`src/rtl/lc3b_types.sv`:
```
`default_nettype none
// ============================================================================
// Module      : lc3b_types
// Description : Shared LC-3b pipeline types: redirect FSM state and the
//               grouped per-stage load/flush control bundle.
// Revision    : 1.0 - initial release
// ============================================================================
package lc3b_types;

    typedef enum logic [0:0] {
        RUN           = 1'b0,
        REDIRECT_WAIT = 1'b1
    } lc3b_pipe_state;

    typedef struct packed {
        logic load_pc;
        logic load_if_id;
        logic load_id_ex;
        logic load_ex_mem;
        logic load_mem_wb;
        logic flush_if_id;
        logic flush_id_ex;
        logic flush_ex_mem;
    } lc3b_pipe_ctrl;

    localparam lc3b_pipe_ctrl c_ctrl_freeze = '0;
    localparam lc3b_pipe_ctrl c_ctrl_run    = '{load_pc: 1'b1, load_if_id: 1'b1,
                                                load_id_ex: 1'b1, load_ex_mem: 1'b1,
                                                load_mem_wb: 1'b1, flush_if_id: 1'b0,
                                                flush_id_ex: 1'b0, flush_ex_mem: 1'b0};

endpackage
`default_nettype wire

```
`src/rtl/sat_counter.sv`:
```
`default_nettype none
// ============================================================================
// Module      : sat_counter
// Description : Up-counter that sticks at all-ones; clear beats increment.
// Revision    : 1.0 - initial release
// ============================================================================
module sat_counter #(
    parameter int W = 16
) (
    input  logic         clk,
    input  logic         rst_n,
    input  logic         clr,
    input  logic         inc,
    output logic [W-1:0] count
);

    always_ff @(posedge clk or negedge rst_n) begin
        if (!rst_n) begin
            count <= '0;
        end else if (clr) begin
            count <= '0;
        end else if (inc && (count != '1)) begin
            count <= count + 1'b1;
        end
    end

endmodule
`default_nettype wire

```
`src/rtl/pipeline_control.sv`:
```
`default_nettype none
// ============================================================================
// Module      : pipeline_control
// Description : LC-3b stall/flush controller with I-cache-safe branch redirect
//               FSM and saturating stall/flush performance counters.
// Revision    : 1.0 - initial release
// ============================================================================
module pipeline_control
    import lc3b_types::*;
#(
    parameter int CNT_W = 16
) (
    input  logic             clk,
    input  logic             rst_n,
    input  logic             stall_load,
    input  logic             icache_read,
    input  logic             icache_resp,
    input  logic             dcache_req,
    input  logic             dcache_resp,
    input  logic             branch_taken,
    input  logic             clr_counters,
    output logic             load_pc,
    output logic             load_if_id,
    output logic             load_id_ex,
    output logic             load_ex_mem,
    output logic             load_mem_wb,
    output logic             flush_if_id,
    output logic             flush_id_ex,
    output logic             flush_ex_mem,
    output logic             latch_target,
    output logic             pc_sel_redirect,
    output logic [CNT_W-1:0] stall_count,
    output logic [CNT_W-1:0] flush_count
);

    lc3b_pipe_state r_state;
    lc3b_pipe_state w_state_next;
    lc3b_pipe_ctrl  w_ctrl;
    logic           w_latch_target;
    logic           w_pc_sel_redirect;
    logic           w_branch_accept;
    logic           w_imem_busy;
    logic           w_dmem_busy;

    assign w_imem_busy = icache_read & ~icache_resp;
    assign w_dmem_busy = dcache_req & ~dcache_resp;

    always_comb begin
        w_ctrl            = c_ctrl_freeze;
        w_state_next      = r_state;
        w_latch_target    = 1'b0;
        w_pc_sel_redirect = 1'b0;
        w_branch_accept   = 1'b0;

        case (r_state)
            RUN: begin
                if (w_dmem_busy) begin
                    w_ctrl = c_ctrl_freeze;
                end else if (branch_taken && !w_imem_busy) begin
                    w_ctrl              = c_ctrl_run;
                    w_ctrl.flush_if_id  = 1'b1;
                    w_ctrl.flush_id_ex  = 1'b1;
                    w_ctrl.flush_ex_mem = 1'b1;
                    w_branch_accept     = 1'b1;
                end else if (branch_taken) begin
                    // Fetch in flight: park the target and hold PC until it lands.
                    w_ctrl              = c_ctrl_run;
                    w_ctrl.load_pc      = 1'b0;
                    w_ctrl.load_if_id   = 1'b0;
                    w_ctrl.flush_id_ex  = 1'b1;
                    w_ctrl.flush_ex_mem = 1'b1;
                    w_latch_target      = 1'b1;
                    w_branch_accept     = 1'b1;
                    w_state_next        = REDIRECT_WAIT;
                end else if (stall_load) begin
                    w_ctrl              = c_ctrl_run;
                    w_ctrl.load_pc      = 1'b0;
                    w_ctrl.load_if_id   = 1'b0;
                    w_ctrl.load_id_ex   = 1'b0;
                    w_ctrl.flush_ex_mem = 1'b1;
                end else if (w_imem_busy) begin
                    w_ctrl             = c_ctrl_run;
                    w_ctrl.load_pc     = 1'b0;
                    w_ctrl.load_if_id  = 1'b0;
                    w_ctrl.flush_id_ex = 1'b1;
                end else begin
                    w_ctrl = c_ctrl_run;
                end
            end

            REDIRECT_WAIT: begin
                w_ctrl             = c_ctrl_run;
                w_ctrl.flush_id_ex = 1'b1;
                if (icache_resp) begin
                    // The returning fetch is wrong-path; drop it into IF/ID as a bubble.
                    w_ctrl.flush_if_id = 1'b1;
                    w_pc_sel_redirect  = 1'b1;
                    w_state_next       = RUN;
                end else begin
                    w_ctrl.load_pc    = 1'b0;
                    w_ctrl.load_if_id = 1'b0;
                end
            end

            default: begin
                w_state_next = RUN;
            end
        endcase
    end

    always_ff @(posedge clk or negedge rst_n) begin
        if (!rst_n) begin
            r_state <= RUN;
        end else begin
            r_state <= w_state_next;
        end
    end

    assign load_pc         = w_ctrl.load_pc;
    assign load_if_id      = w_ctrl.load_if_id;
    assign load_id_ex      = w_ctrl.load_id_ex;
    assign load_ex_mem     = w_ctrl.load_ex_mem;
    assign load_mem_wb     = w_ctrl.load_mem_wb;
    assign flush_if_id     = w_ctrl.flush_if_id;
    assign flush_id_ex     = w_ctrl.flush_id_ex;
    assign flush_ex_mem    = w_ctrl.flush_ex_mem;
    assign latch_target    = w_latch_target;
    assign pc_sel_redirect = w_pc_sel_redirect;

    sat_counter #(
        .W (CNT_W)
    ) u_stall_cnt (
        .clk   (clk),
        .rst_n (rst_n),
        .clr   (clr_counters),
        .inc   (~w_ctrl.load_pc),
        .count (stall_count)
    );

    sat_counter #(
        .W (CNT_W)
    ) u_flush_cnt (
        .clk   (clk),
        .rst_n (rst_n),
        .clr   (clr_counters),
        .inc   (w_branch_accept),
        .count (flush_count)
    );

endmodule
`default_nettype wire

```
`config.mk`:
```
export PLATFORM = sky130hd
export DESIGN_NAME = pipeline_control
export DESIGN_NICKNAME = d
export VERILOG_FILES = /design/src/rtl/lc3b_types.sv /design/src/rtl/sat_counter.sv /design/src/rtl/pipeline_control.sv
export SDC_FILE = /design/constraint.sdc
export NUM_CORES = 1
export LEC_CHECK = 0
export CORE_MARGIN = 2
export CORE_UTILIZATION = 35
export CTS_BUF_LIST = sky130_fd_sc_hd__clkbuf_4 sky130_fd_sc_hd__clkbuf_8
export DETAILED_ROUTE_END_ITERATION = 16
export PLACE_DENSITY = 0.72
export SYNTH_ARGS = -nofsm -noshare
export SYNTH_HDL_FRONTEND = slang
export SYNTH_SLANG_ARGS = --single-unit
```
`constraint.sdc`:
```
create_clock -name clk -period 2.5 [get_ports clk]
set_input_delay 0.375 -clock clk [delete_from_list [all_inputs] [get_ports clk]]
set_output_delay 0.375 -clock clk [all_outputs]
set_load 0.02 [all_outputs]
```
* Word-level counts from Yosys, hierarchy flattened
Index checks and enable logic that the tools add are counted.
** Word-level totals
- Input bits :: 9
- Register bits :: 33
- Output and inout port bits :: 42
** Cells by class
- Bitwise operators :: 6
- Multiplexer cells :: 22
- Reduce and logical (&&, ||, !) cells :: 6
- Equal/unequal tests :: 2
- $add $sub $neg :: 2
** Operator list (count)
- $mux W16 :: 4
- $mux W8 :: 5
- $add A16 B1 Y16 const B :: 2
- $ne A16 B16 Y1 const B :: 2
- $pmux W8 S2 :: 1
- $mux W1 :: 10
- $not A1 Y1 :: 4
- $reduce_bool A2 Y1 :: 2
- $logic_and A1 B1 Y1 :: 3
- $and A1 B1 Y1 :: 2
- $mux W2 :: 1
- $pmux W1 S2 :: 1
- $logic_not A1 Y1 :: 1

* Depth between registers and ports, before layout
- Depth in word-level cells :: 12
- Gate-level depth with buffers :: 7
- Depth with buffers taken out :: 6

* Hierarchy
A second synthesis with hierarchy kept.
** Unflattened totals
- Cell total of the unflattened synthesis :: 220
- Area, all modules :: 2058.2 um^2
** Modules (own cells, without submodules)
- sat_counter :: instances 2, cells an instance 98, area each 942.2 um^2, sequential area each 400.4 um^2
- pipeline_control :: instances 1, cells an instance 24, area each 173.9 um^2, sequential area each 25.0 um^2

* Worst setup path after synthesis
No wires, ideal clock.
- Kind :: flip-flop to flip-flop
- Start :: register u_stall_cnt.count[0]
- End :: register u_stall_cnt.count[1]
- Required time :: 2368 ps
- Setup time :: 132 ps
- Period minus slack after synthesis :: 1893 ps
- Stages on the path, launching flop included :: 8
- Data arrival time :: 1761 ps
- Slack :: 607 ps
- Cell sequence :: dfrtp_1 > ha_1 > nand4_1 > or2_1 > o22ai_2 > buf_2 > mux2i_1 > nor2_1
** On the way
- Word-level cells in the longest chain between the ends :: 3
** Ends and longest elaborated chain
- from (decl) :: line sat_counter.sv:14 : output logic [W-1:0] count
- from (signal assigned) :: line sat_counter.sv:23 : count <= count + 1'b1;
- $add A16 B1 Y16 / $ne A16 B16 Y1 (equally long branches) :: line sat_counter.sv:23, sat_counter.sv:22
- $mux W16 / $logic_and A1 B1 Y1 (equally long branches) :: line sat_counter.sv:22 : end else if (inc && (count != '1)) begin
- $mux W16 / $reduce_bool A2 Y1 (equally long branches)
Several ways; a longest one is shown, not always the timed one. The select of a mux whose other input is x is not followed.
A chain may end at the register's enable or synchronous reset.

* Final worst setup path
- Start :: input dcache_resp
- End :: output load_pc
** On the way
- Word-level cells in the longest chain between the ends :: 4
** Ends and longest elaborated chain
- from (decl) :: line pipeline_control.sv:19 : input logic dcache_resp,
- $not A1 Y1 :: line pipeline_control.sv:46 : assign w_dmem_busy = dcache_req & ~dcache_resp;
- $and A1 B1 Y1 :: line pipeline_control.sv:46
- $mux W8 :: line pipeline_control.sv:57 : if (w_dmem_busy) begin
- $pmux W8 S2 :: line pipeline_control.sv:55 : case (r_state)
- to (decl) :: line pipeline_control.sv:22 : output logic load_pc,
Every way passes these cells.

==> metrics.txt <==
metal2 WL=2160 µm; number of synthesized flops with an enable pin=0; Total GRT Usage=15.3%; # hold bufs at CTS=0; post-DP HPWL=3240 µm; maxcap violations=0; initial antenna violation count=0; initial core utilization=35.9%; gr ovfl total=0; Seq cells post-synth=33; final hold violations=0; die height=78.7 µm; CP max FO=8; Worst-Margin Slew=0.695 ns; Longest Clk Path Bufs=2; most frequent cells in the layout=clkdlybuf4s50_1, dfrtp_1, nor2_1; Final Net Count=271; ANT nets after route=0; CP Class=in2out; WP data arrival=1.98 ns; CTS tree=built; period utilization=94.3%; I/O Buffers=50; Clk Latency, worst-skew pair=0.28 ns; CTS Buf Count=5; commonest non-fill, non-tap cell in the layout=clkdlybuf4s50_1; number of inserted diodes=0; die width=78.7 µm; cell count after synthesis=209; Synth-to-Final Area Change=33.6%; Total Wirelength=4550 µm; largest net degree at the start of global routing=34; row cnt=27; layout cell share with drive strength beyond 1=10.4%; leakage power=0.968 nW; clock root cell=clkbuf_8; RSZ-0062 raised after global routing=no; Initial DRC Count=73; setup_tns=0 ns; I/O Pins=51; vias per cell=5.28; fin crit period=2.36 ns; Yosys warning count=0; synthesized net count=220; CP Capture Type=output port; total iterations of the first detailed-routing run=7; most common flop cell mapped by yosys=dfrtp_1; die footprint=6190 µm²; Final setup viols=0; max layer used=met4; Fmax=0.424 GHz; max-slew violations=0; Max VDD drop=0.258 mV; met3 wire len=185 µm; core area=5440 µm²; Pwr Density=443 nW/µm²; Worst Skew=0.00440 ns; post-CTS resize count=0; sequential share of the synthesized area=42.3%; wire per inst=13.7 µm; H-tree depth=2; count of different cell masters after synthesis=47; Core Util, Final=48.0%; status=complete, no violations; postcts setup bufs=0; startpoint types=input port; vias in the first global route=1685; Clock Pin Slew Worst Setup and Hold Paths=0.07 ns; Hold Path Class=in2async; Post-Route M1 WL=2160 µm; global-route wire length before repair=7710 µm; CP Data Required Time=2.12 ns; Slew Limit Headroom=53.6%; Num Clock Sinks=33; DR vias=1752; gpl congestion=0.782; drt drc=0; Mapped Area=1950 µm²; syn avg cell area=9.35 µm²; asr flop ratio synth=100%
sequential cells by signal, indices dropped and copies added, names as in the netlist:
register           flops
r_state                1
u_stall_cnt.count     16
u_flush_cnt.count     16
report_power, final:
part	switching [mW]	leakage [nW]	internal, mW	total (mW)
logic	0.104	0.462	0.0794	0.184
registers	0.0143	0.458	0.544	0.558
clock network	0.186	0.0477	0.229	0.415
path summary, 6_finish.rpt:
check	start	endpoint	slack (ns)	depth (start not counted)
min in group clk	u_flush_cnt.count[8]$_DFFE_PN0P_	u_flush_cnt.count[8]$_DFFE_PN0P_	0.57	2
worst max register to register	u_stall_cnt.count[0]$_DFFE_PN0P_	u_stall_cnt.count[1]$_DFFE_PN0P_	0.52	6
worst min-delay path	rst_n	u_stall_cnt.count[8]$_DFFE_PN0P_	0.49	2
worst min register to register	u_flush_cnt.count[8]$_DFFE_PN0P_	u_flush_cnt.count[8]$_DFFE_PN0P_	0.57	2
worst max-delay path	dcache_resp	load_pc	0.14	5
max in group asynchronous	rst_n	u_stall_cnt.count[10]$_DFFE_PN0P_	1.69	2
stage by stage:
step           hold WS, ns  area, µm²  power (mW)  cells  setup slack [ns]
3_3_place_gp         0.557       2520       0.750    325             0.181
5_1_grt              0.537       2610        1.21    332            0.0388
6_report             0.495       2610        1.16    332             0.143
4_1_cts              0.518       2610        1.17    332             0.123
3_5_place_dp         0.567       2520       0.754    325             0.139
2_1_floorplan       0.0794       1950       0.669    209             0.607
critical path, cell delays in order:
cell,delay (ns)
clkdlybuf4s50_1,0.47
nand2b_1,0.22
a21oi_4,0.27
nor2_1,0.10
clkdlybuf4s50_1,0.55
cell type report:
class	count	area [µm²]
repair buffers	55	538
inverters	4	15.0
fillers	514	2830
well taps	72	90.1
flip-flops and latches	33	826
clock buffers	7	90.1
multi-input cells	161	1050
cell usage after synthesis (2+ instances only):
cell       number  area (µm²)
and2_1          2        12.5
or4_1           2        15.0
nor2_1         28         105
nor4_2          5        62.6
xor2_1          8        70.1
o2111ai_1       3        26.3
or2_1           2        12.5
mux2_1          2        22.5
nand2_1         5        18.8
buf_4           2        15.0
a211oi_1        2        15.0
xnor2_1         7        61.3
buf_2           4        20.0
o21ai_1         9        45.0
mux2i_1         2        20.0
clkbuf_1        3        11.3
nand2b_1        3        18.8
nand4_1         6        37.5
or3_1          11        68.8
and3_1          3        18.8
inv_1           4        15.0
nor2b_1         2        12.5
o31ai_1         4        30.0
dfrtp_1        33         826
nand3_1        12        60.1
a21oi_1        13        65.1
ha_1            2        25.0
nor3_1         11        55.1
routing by layer:
layer / GRT usage, % / vias to the layer above
met3: 3.30 / 4
li1: - / 864
met5: 0 / -
met2: 25.6 / 41
met1: 20.0 / 843
met4: 4.56 / 0
logic make-up after synthesis:
group | count (synthesis) | synth area share (%)
multiplexers | 4 | 2.18
AND/OR/NAND/NOR | 100 | 29.9
adder cells (fa/ha/maj) | 2 | 1.28
AO/OA/AOI/OAI | 40 | 13.7
flip-flops | 33 | 42.3
XOR/XNOR | 15 | 6.73
buffers and inverters | 15 | 3.91
No activity file was read; power rests on OpenSTA's default activity.
